[config.mk]
export PLATFORM = sky130hd
export DESIGN_NAME = relu_backward_mask_fifo_flat
export DESIGN_NICKNAME = d
export VERILOG_FILES = /design/src/rtl/relu_backward_mask_fifo_if.sv /design/src/rtl/relu_backward_mask_fifo.sv /design/src/flat_wrapper.sv
export SDC_FILE = /design/constraint.sdc
export NUM_CORES = 1
export LEC_CHECK = 0
export CAP_MARGIN = 10
export CORE_UTILIZATION = 45
export CTS_BUF_LIST = sky130_fd_sc_hd__clkbuf_8 sky130_fd_sc_hd__clkbuf_16
export CTS_CLUSTER_DIAMETER = 60
export DETAILED_ROUTE_END_ITERATION = 10
export PLACE_DENSITY = 0.73
export SLEW_MARGIN = 20
export SYNTH_ARGS = -nofsm -noshare
export SYNTH_HDL_FRONTEND = slang
export SYNTH_SLANG_ARGS = --single-unit
export TNS_END_PERCENT = 50
[constraint.sdc]
create_clock -name clk -period 7.25 [get_ports clk]
set_input_delay 2.175 -clock clk [delete_from_list [all_inputs] [get_ports clk]]
set_output_delay 2.175 -clock clk [all_outputs]
set_load 0.01 [all_outputs]
[src/rtl/relu_backward_mask_fifo_if.sv]
// Handshake bundle for the ReLU backward mask FIFO: forward activation tap,
// upstream gradient input, output gradient stream and the occupancy count.
interface relu_backward_mask_fifo_if #(
    parameter int DATA_WIDTH = 32,
    parameter int DEPTH      = 64
);
    localparam int ADDR_W = $clog2(DEPTH);

    logic                  fwd_valid;
    logic [DATA_WIDTH-1:0] fwd_data;
    logic                  fwd_ready;

    logic                  grad_valid;
    logic [DATA_WIDTH-1:0] grad_data;
    logic                  grad_ready;

    logic                  gin_valid;
    logic [DATA_WIDTH-1:0] gin_data;
    logic                  gin_ready;

    logic [ADDR_W:0]       mask_count;

    // Producer/consumer side (layer datapath or testbench)
    modport master (
        output fwd_valid, fwd_data, grad_valid, grad_data, gin_ready,
        input  fwd_ready, grad_ready, gin_valid, gin_data, mask_count
    );

    // Mask FIFO side
    modport slave (
        input  fwd_valid, fwd_data, grad_valid, grad_data, gin_ready,
        output fwd_ready, grad_ready, gin_valid, gin_data, mask_count
    );
endinterface

[src/rtl/relu_backward_mask_fifo.sv]
// ReLU backward pass: stores one "x > 0" bit per forward activation in a
// circular buffer and replays the bits in order to gate upstream gradients.
// The output is a single registered stage with valid/ready backpressure.
module relu_backward_mask_fifo #(
    parameter  int DATA_WIDTH = 32,
    parameter  int DEPTH      = 64,
    localparam int ADDR_W     = $clog2(DEPTH)
) (
    input  logic clk,
    input  logic rst_n,
    input  logic flush,
    relu_backward_mask_fifo_if.slave bus
);

    localparam logic [ADDR_W:0] COUNT_FULL = (ADDR_W + 1)'(DEPTH);

    logic [DEPTH-1:0]      mask_mem;
    logic [ADDR_W-1:0]     wr_ptr;
    logic [ADDR_W-1:0]     rd_ptr;
    logic [ADDR_W:0]       count_q;
    logic                  gin_valid_q;
    logic [DATA_WIDTH-1:0] gin_data_q;

    logic mask_bit;
    logic push;
    logic pop;

    // Readiness comes only from registered state, so a bit pushed this cycle
    // is never popped in the same cycle and a full buffer refuses pushes
    // even when a pop is happening.
    assign mask_bit       = !bus.fwd_data[DATA_WIDTH-1] &&
                            (bus.fwd_data[DATA_WIDTH-2:0] != '0);
    assign bus.fwd_ready  = rst_n && !flush && (count_q != COUNT_FULL);
    assign bus.grad_ready = rst_n && !flush && (count_q != '0) &&
                            (!gin_valid_q || bus.gin_ready);
    assign push           = bus.fwd_valid  && bus.fwd_ready;
    assign pop            = bus.grad_valid && bus.grad_ready;

    assign bus.gin_valid  = gin_valid_q;
    assign bus.gin_data   = gin_data_q;
    assign bus.mask_count = count_q;

    // Mask storage has no reset; stale bits are unreachable once the
    // pointers and count are cleared.
    always_ff @(posedge clk) begin
        if (push) begin
            mask_mem[wr_ptr] <= mask_bit;
        end
    end

    // Pointers, occupancy and output stage; reset and flush both return
    // the block to an empty state and drop any held output.
    always_ff @(posedge clk) begin
        if (!rst_n || flush) begin
            wr_ptr      <= '0;
            rd_ptr      <= '0;
            count_q     <= '0;
            gin_valid_q <= 1'b0;
            gin_data_q  <= '0;
        end else begin
            if (push) begin
                wr_ptr <= wr_ptr + 1'b1;
            end
            if (pop) begin
                rd_ptr <= rd_ptr + 1'b1;
            end
            case ({push, pop})
                2'b10:   count_q <= count_q + 1'b1;
                2'b01:   count_q <= count_q - 1'b1;
                default: count_q <= count_q;
            endcase
            if (pop) begin
                gin_valid_q <= 1'b1;
                gin_data_q  <= mask_mem[rd_ptr] ? bus.grad_data : '0;
            end else if (gin_valid_q && bus.gin_ready) begin
                gin_valid_q <= 1'b0;
            end
        end
    end

endmodule

[src/flat_wrapper.sv]
// flat-port wrapper written by rule: the top's interface ports become plain ports
module relu_backward_mask_fifo_flat 
#(
    parameter  int DATA_WIDTH = 32,
    parameter  int DEPTH      = 64,
    localparam int ADDR_W     = $clog2(DEPTH)
)
  (clk, rst_n, flush, bus_fwd_valid, bus_fwd_data, bus_grad_valid, bus_grad_data, bus_gin_ready, bus_fwd_ready, bus_grad_ready, bus_gin_valid, bus_gin_data, bus_mask_count);
  relu_backward_mask_fifo_if #(.DATA_WIDTH(DATA_WIDTH), .DEPTH(DEPTH)) bus_i ();
  input  logic clk;
  input  logic rst_n;
  input  logic flush;
  input wire logic [$bits(bus_i.fwd_valid)-1:0] bus_fwd_valid;
  input wire logic [$bits(bus_i.fwd_data)-1:0] bus_fwd_data;
  input wire logic [$bits(bus_i.grad_valid)-1:0] bus_grad_valid;
  input wire logic [$bits(bus_i.grad_data)-1:0] bus_grad_data;
  input wire logic [$bits(bus_i.gin_ready)-1:0] bus_gin_ready;
  output wire logic [$bits(bus_i.fwd_ready)-1:0] bus_fwd_ready;
  output wire logic [$bits(bus_i.grad_ready)-1:0] bus_grad_ready;
  output wire logic [$bits(bus_i.gin_valid)-1:0] bus_gin_valid;
  output wire logic [$bits(bus_i.gin_data)-1:0] bus_gin_data;
  output wire logic [$bits(bus_i.mask_count)-1:0] bus_mask_count;
  assign bus_i.fwd_valid = bus_fwd_valid;
  assign bus_i.fwd_data = bus_fwd_data;
  assign bus_i.grad_valid = bus_grad_valid;
  assign bus_i.grad_data = bus_grad_data;
  assign bus_i.gin_ready = bus_gin_ready;
  assign bus_fwd_ready = bus_i.fwd_ready;
  assign bus_grad_ready = bus_i.grad_ready;
  assign bus_gin_valid = bus_i.gin_valid;
  assign bus_gin_data = bus_i.gin_data;
  assign bus_mask_count = bus_i.mask_count;
  relu_backward_mask_fifo #(.DATA_WIDTH(DATA_WIDTH), .DEPTH(DEPTH)) u_core (.clk(clk), .rst_n(rst_n), .flush(flush), .bus(bus_i));
endmodule
==> results.json <==
{
  "run_status": "completed",
  "clk_pin_slew_ps": 60,
  "synth-main-ff-cell": "edfxtp_1",
  "grt_max_degree": 65,
  "final_nets": 610,
  "drive_gt1_share_pct": 10.8,
  "finClkSkew_ps": 10.6,
  "cts_buffers": 17,
  "wl_mm": 11.4,
  "post-place-ws_ps": 1440,
  "clockBufferDepth": 2,
  "switching_share_pct": 19.7,
  "die_area_um2": 11600,
  "core.rowCount": 38,
  "cts_resized": 0,
  "vdd_drop_max_uv": 194,
  "drtAntennaViolNets": 0,
  "startpoint_type": "input port",
  "pwr-share-seq_pct": 43.0,
  "switchingPower_uw": 319,
  "layout_common_cells": "clkdlybuf4s50_1 (111), nor2_1 (89), edfxtp_1 (64)",
  "p_int_mw": 1.30,
  "synth.largest_area_cell": "edfxtp_1",
  "cts_setup_buffers": 0,
  "antenna_found_initial": 0,
  "dr_total_vias": 3699,
  "place_hpwl_mm": 7.55,
  "cap_viol_max_count": 0,
  "crit_family": "buffers and inverters",
  "worst-r2r-setup-slack_ps": 3740,
  "area_growth_pct": 36.8,
  "grt_pass1_vias": 3532,
  "cts-root-buf": "clkbuf_8",
  "worst_pin_slew_ps": 957,
  "die_h_um": 108,
  "track_usage_pct": 20.4,
  "synth_area_leaders": "edfxtp_1 (38%), dfxtp_1 (21%), nor2_1 (6.7%)",
  "path_max_fanout": 4,
  "rsz0062_at_grt": "false",
  "slowest_stage": "clkdlybuf4s50_1",
  "maxSlewHeadroom_pct": 36.1,
  "setup_slack_ps": 1440,
  "min_to": "u_core.bus.gin_data[19]$_SDFFE_PP0P_",
  "grt-ovfl-total": 0,
  "fin_crit_sh_pct": 80.2,
  "crit_chain": "clkdlybuf4s50_1 > nor2b_1 > and3_1 > clkdlybuf4s50_1",
  "netlist_instances": 422,
  "synth_top_area_share_pct": 38.3,
  "syn_nets": 501,
  "max_freq_ghz": 0.172,
  "synth.avg_cell_area_um2": 11.9,
  "netlist_area_um2": 5020,
  "drv_slew": 0,
  "clock_latency_ps": 520,
  "period_needed_ps": 5810,
  "hp-start": "u_core.bus.gin_data[19]$_SDFFE_PP0P_",
  "cts_hold_buf": 0,
  "antenna-diode-count": 0,
  "pin_count": 112,
  "cpPeakStageDelay_ps": 530,
  "synth_edf_count": 64,
  "initial_core_util_pct": 46.3,
  "setup_tns_ps": 0,
  "synth_seq_area_share_pct": 59.1,
  "dr.pass1.iters": 4,
  "layout_commonest_cell": "clkdlybuf4s50_1",
  "crit_top_cell": "clkdlybuf4s50_1",
  "worst-path-stages": 4,
  "r2r_end": "u_core.bus.mask_count[6]$_SDFFE_PP0P_",
  "reg2reg_depth": 11,
  "p_comb_share_pct": 3.8,
  "place.port_buffers": 111,
  "whs_path_depth": 1,
  "async_flop_share_pct": 0,
  "fp.dieW_um": 108,
  "first_iter_violations": 248,
  "p_clk_share_pct": 53.2,
  "grt_pass1_wl_mm": 17.5,
  "critPathKind": "in -> out",
  "hold_class": "reg -> reg",
  "crit_buf_inv": 2,
  "core_um2": 10800,
  "hold_viol_final": 0,
  "yosys_warnings": 0,
  "cts_tree": "done",
  "htreeDepth": 4,
  "setup_viol": 0,
  "endpoint_kind": "primary output",
  "clkSinkCount": 116,
  "power_density_nw_per_um2": 236,
  "wire_per_inst_um": 16.6,
  "leakage_nw": 2.31,
  "drc": 0,
  "vias_per_cell": 5.41,
  "worstPathRequired_ps": 5080,
  "gp_congestion": 0.748,
  "r2r_start": "u_core.bus.mask_count[0]$_SDFFE_PP0P_",
  "ys_seq_elements": 116,
  "synth.distinct_cells": 53,
  "arrival_ps": 3640
}
[per-stage QoR]
step                utilization (%)  instances  hold WS [ps]  power, mW  area [um^2]
floorplan                         -        422           493      0.724         5020
global placement               57.2        651           460      0.768         6200
detailed placement             57.2        651           463      0.769         6200
CTS                            63.1        683           483       1.63         6840
global route                   63.3        684           497       1.67         6860
finish                         63.3        684           479       1.62         6860
[power by group through the flow]
stage | Combinational [mW] | Sequential [mW] | Clock, mW
floorplan | 0.0148 | 0.709 | 0
global placement | 0.0589 | 0.709 | 0
detailed placement | 0.0604 | 0.709 | 0
CTS | 0.0606 | 0.695 | 0.876
global route | 0.0664 | 0.695 | 0.905
finish | 0.0620 | 0.695 | 0.861
[cells in the mapped netlist (2+ instances only)]
master and number:
nand3_1 8, edfxtp_1 64, o21ai_0 5, clkbuf_1 10
nor2b_1 6, nor2_1 90, ha_1 8, mux4_1 2
mux4_2 9, mux2i_1 11, a21oi_1 9, dfxtp_1 52
nand4_1 6, nor4_1 8, nand3b_1 4, inv_1 10
buf_6 4, or3b_2 3, nand2b_1 2, a22o_1 32
nor3b_1 2, buf_1 4, buf_2 5, a31oi_1 3
and3_1 3, nand2_1 16, xnor2_1 4, o22ai_1 2
a2111oi_0 2, nor3_1 4, xor2_1 7, buf_4 3
or3_1 4
[sequential cells by signal, indices dropped and copies added, names as in the netlist]
name and flops:
u_core.bus.gin_data 32, u_core.bus.gin_valid 1, u_core.rd_ptr 6, u_core.wr_ptr 6, u_core.bus.mask_count 7, u_core.mask_mem 64
[cell type report]
| type | count | area [um^2] |
|---|---|---|
| Clock buffer | 24 | 556 |
| Clock inverter | 8 | 78.8 |
| Fill cell | 851 | 3980 |
| Inverter | 10 | 37.5 |
| Multi-Input combinational cell | 270 | 1890 |
| Sequential cell | 116 | 2960 |
| Tap cell | 140 | 175 |
| Timing Repair Buffer | 116 | 1170 |
[worst max path at each step]
| stage | end | slack [ps] | from |
|---|---|---|---|
| floorplan | bus_fwd_ready | 2270 | flush |
| global placement | bus_grad_ready | 1500 | rst_n |
| detailed placement | bus_grad_ready | 1440 | rst_n |
| CTS | bus_grad_ready | 1430 | rst_n |
| global route | bus_grad_ready | 1380 | rst_n |
| finish | bus_grad_ready | 1440 | rst_n |
[kinds of logic (layout without fill, tap and decap cells)]
| kind of cell | count (synthesis) | in the layout | share of synthesized area (%) |
|---|---|---|---|
| AO/OA/AOI/OAI | 65 | 65 | 10.3 |
| XOR/XNOR | 11 | 11 | 1.92 |
| adder cells (fa/ha/maj) | 9 | 9 | 2.39 |
| buffers and inverters | 36 | 158 | 3.64 |
| flip-flops | 116 | 116 | 59.1 |
| multiplexers | 23 | 23 | 7.51 |
| AND/OR/NAND/NOR | 162 | 162 | 15.2 |
[per-layer routing]
| layer | up-vias | global-route usage [%] | wire length [um] |
|---|---|---|---|
| li1 | 1775 | - | - |
| met1 | 1806 | 24.1 | 4790 |
| met2 | 102 | 34.9 | 5780 |
| met5 | - | 0 | 0 |
| met3 | 16 | 5.57 | 629 |
| met4 | 0 | 8.32 | 180 |
(Power assumes the default switching activity.)
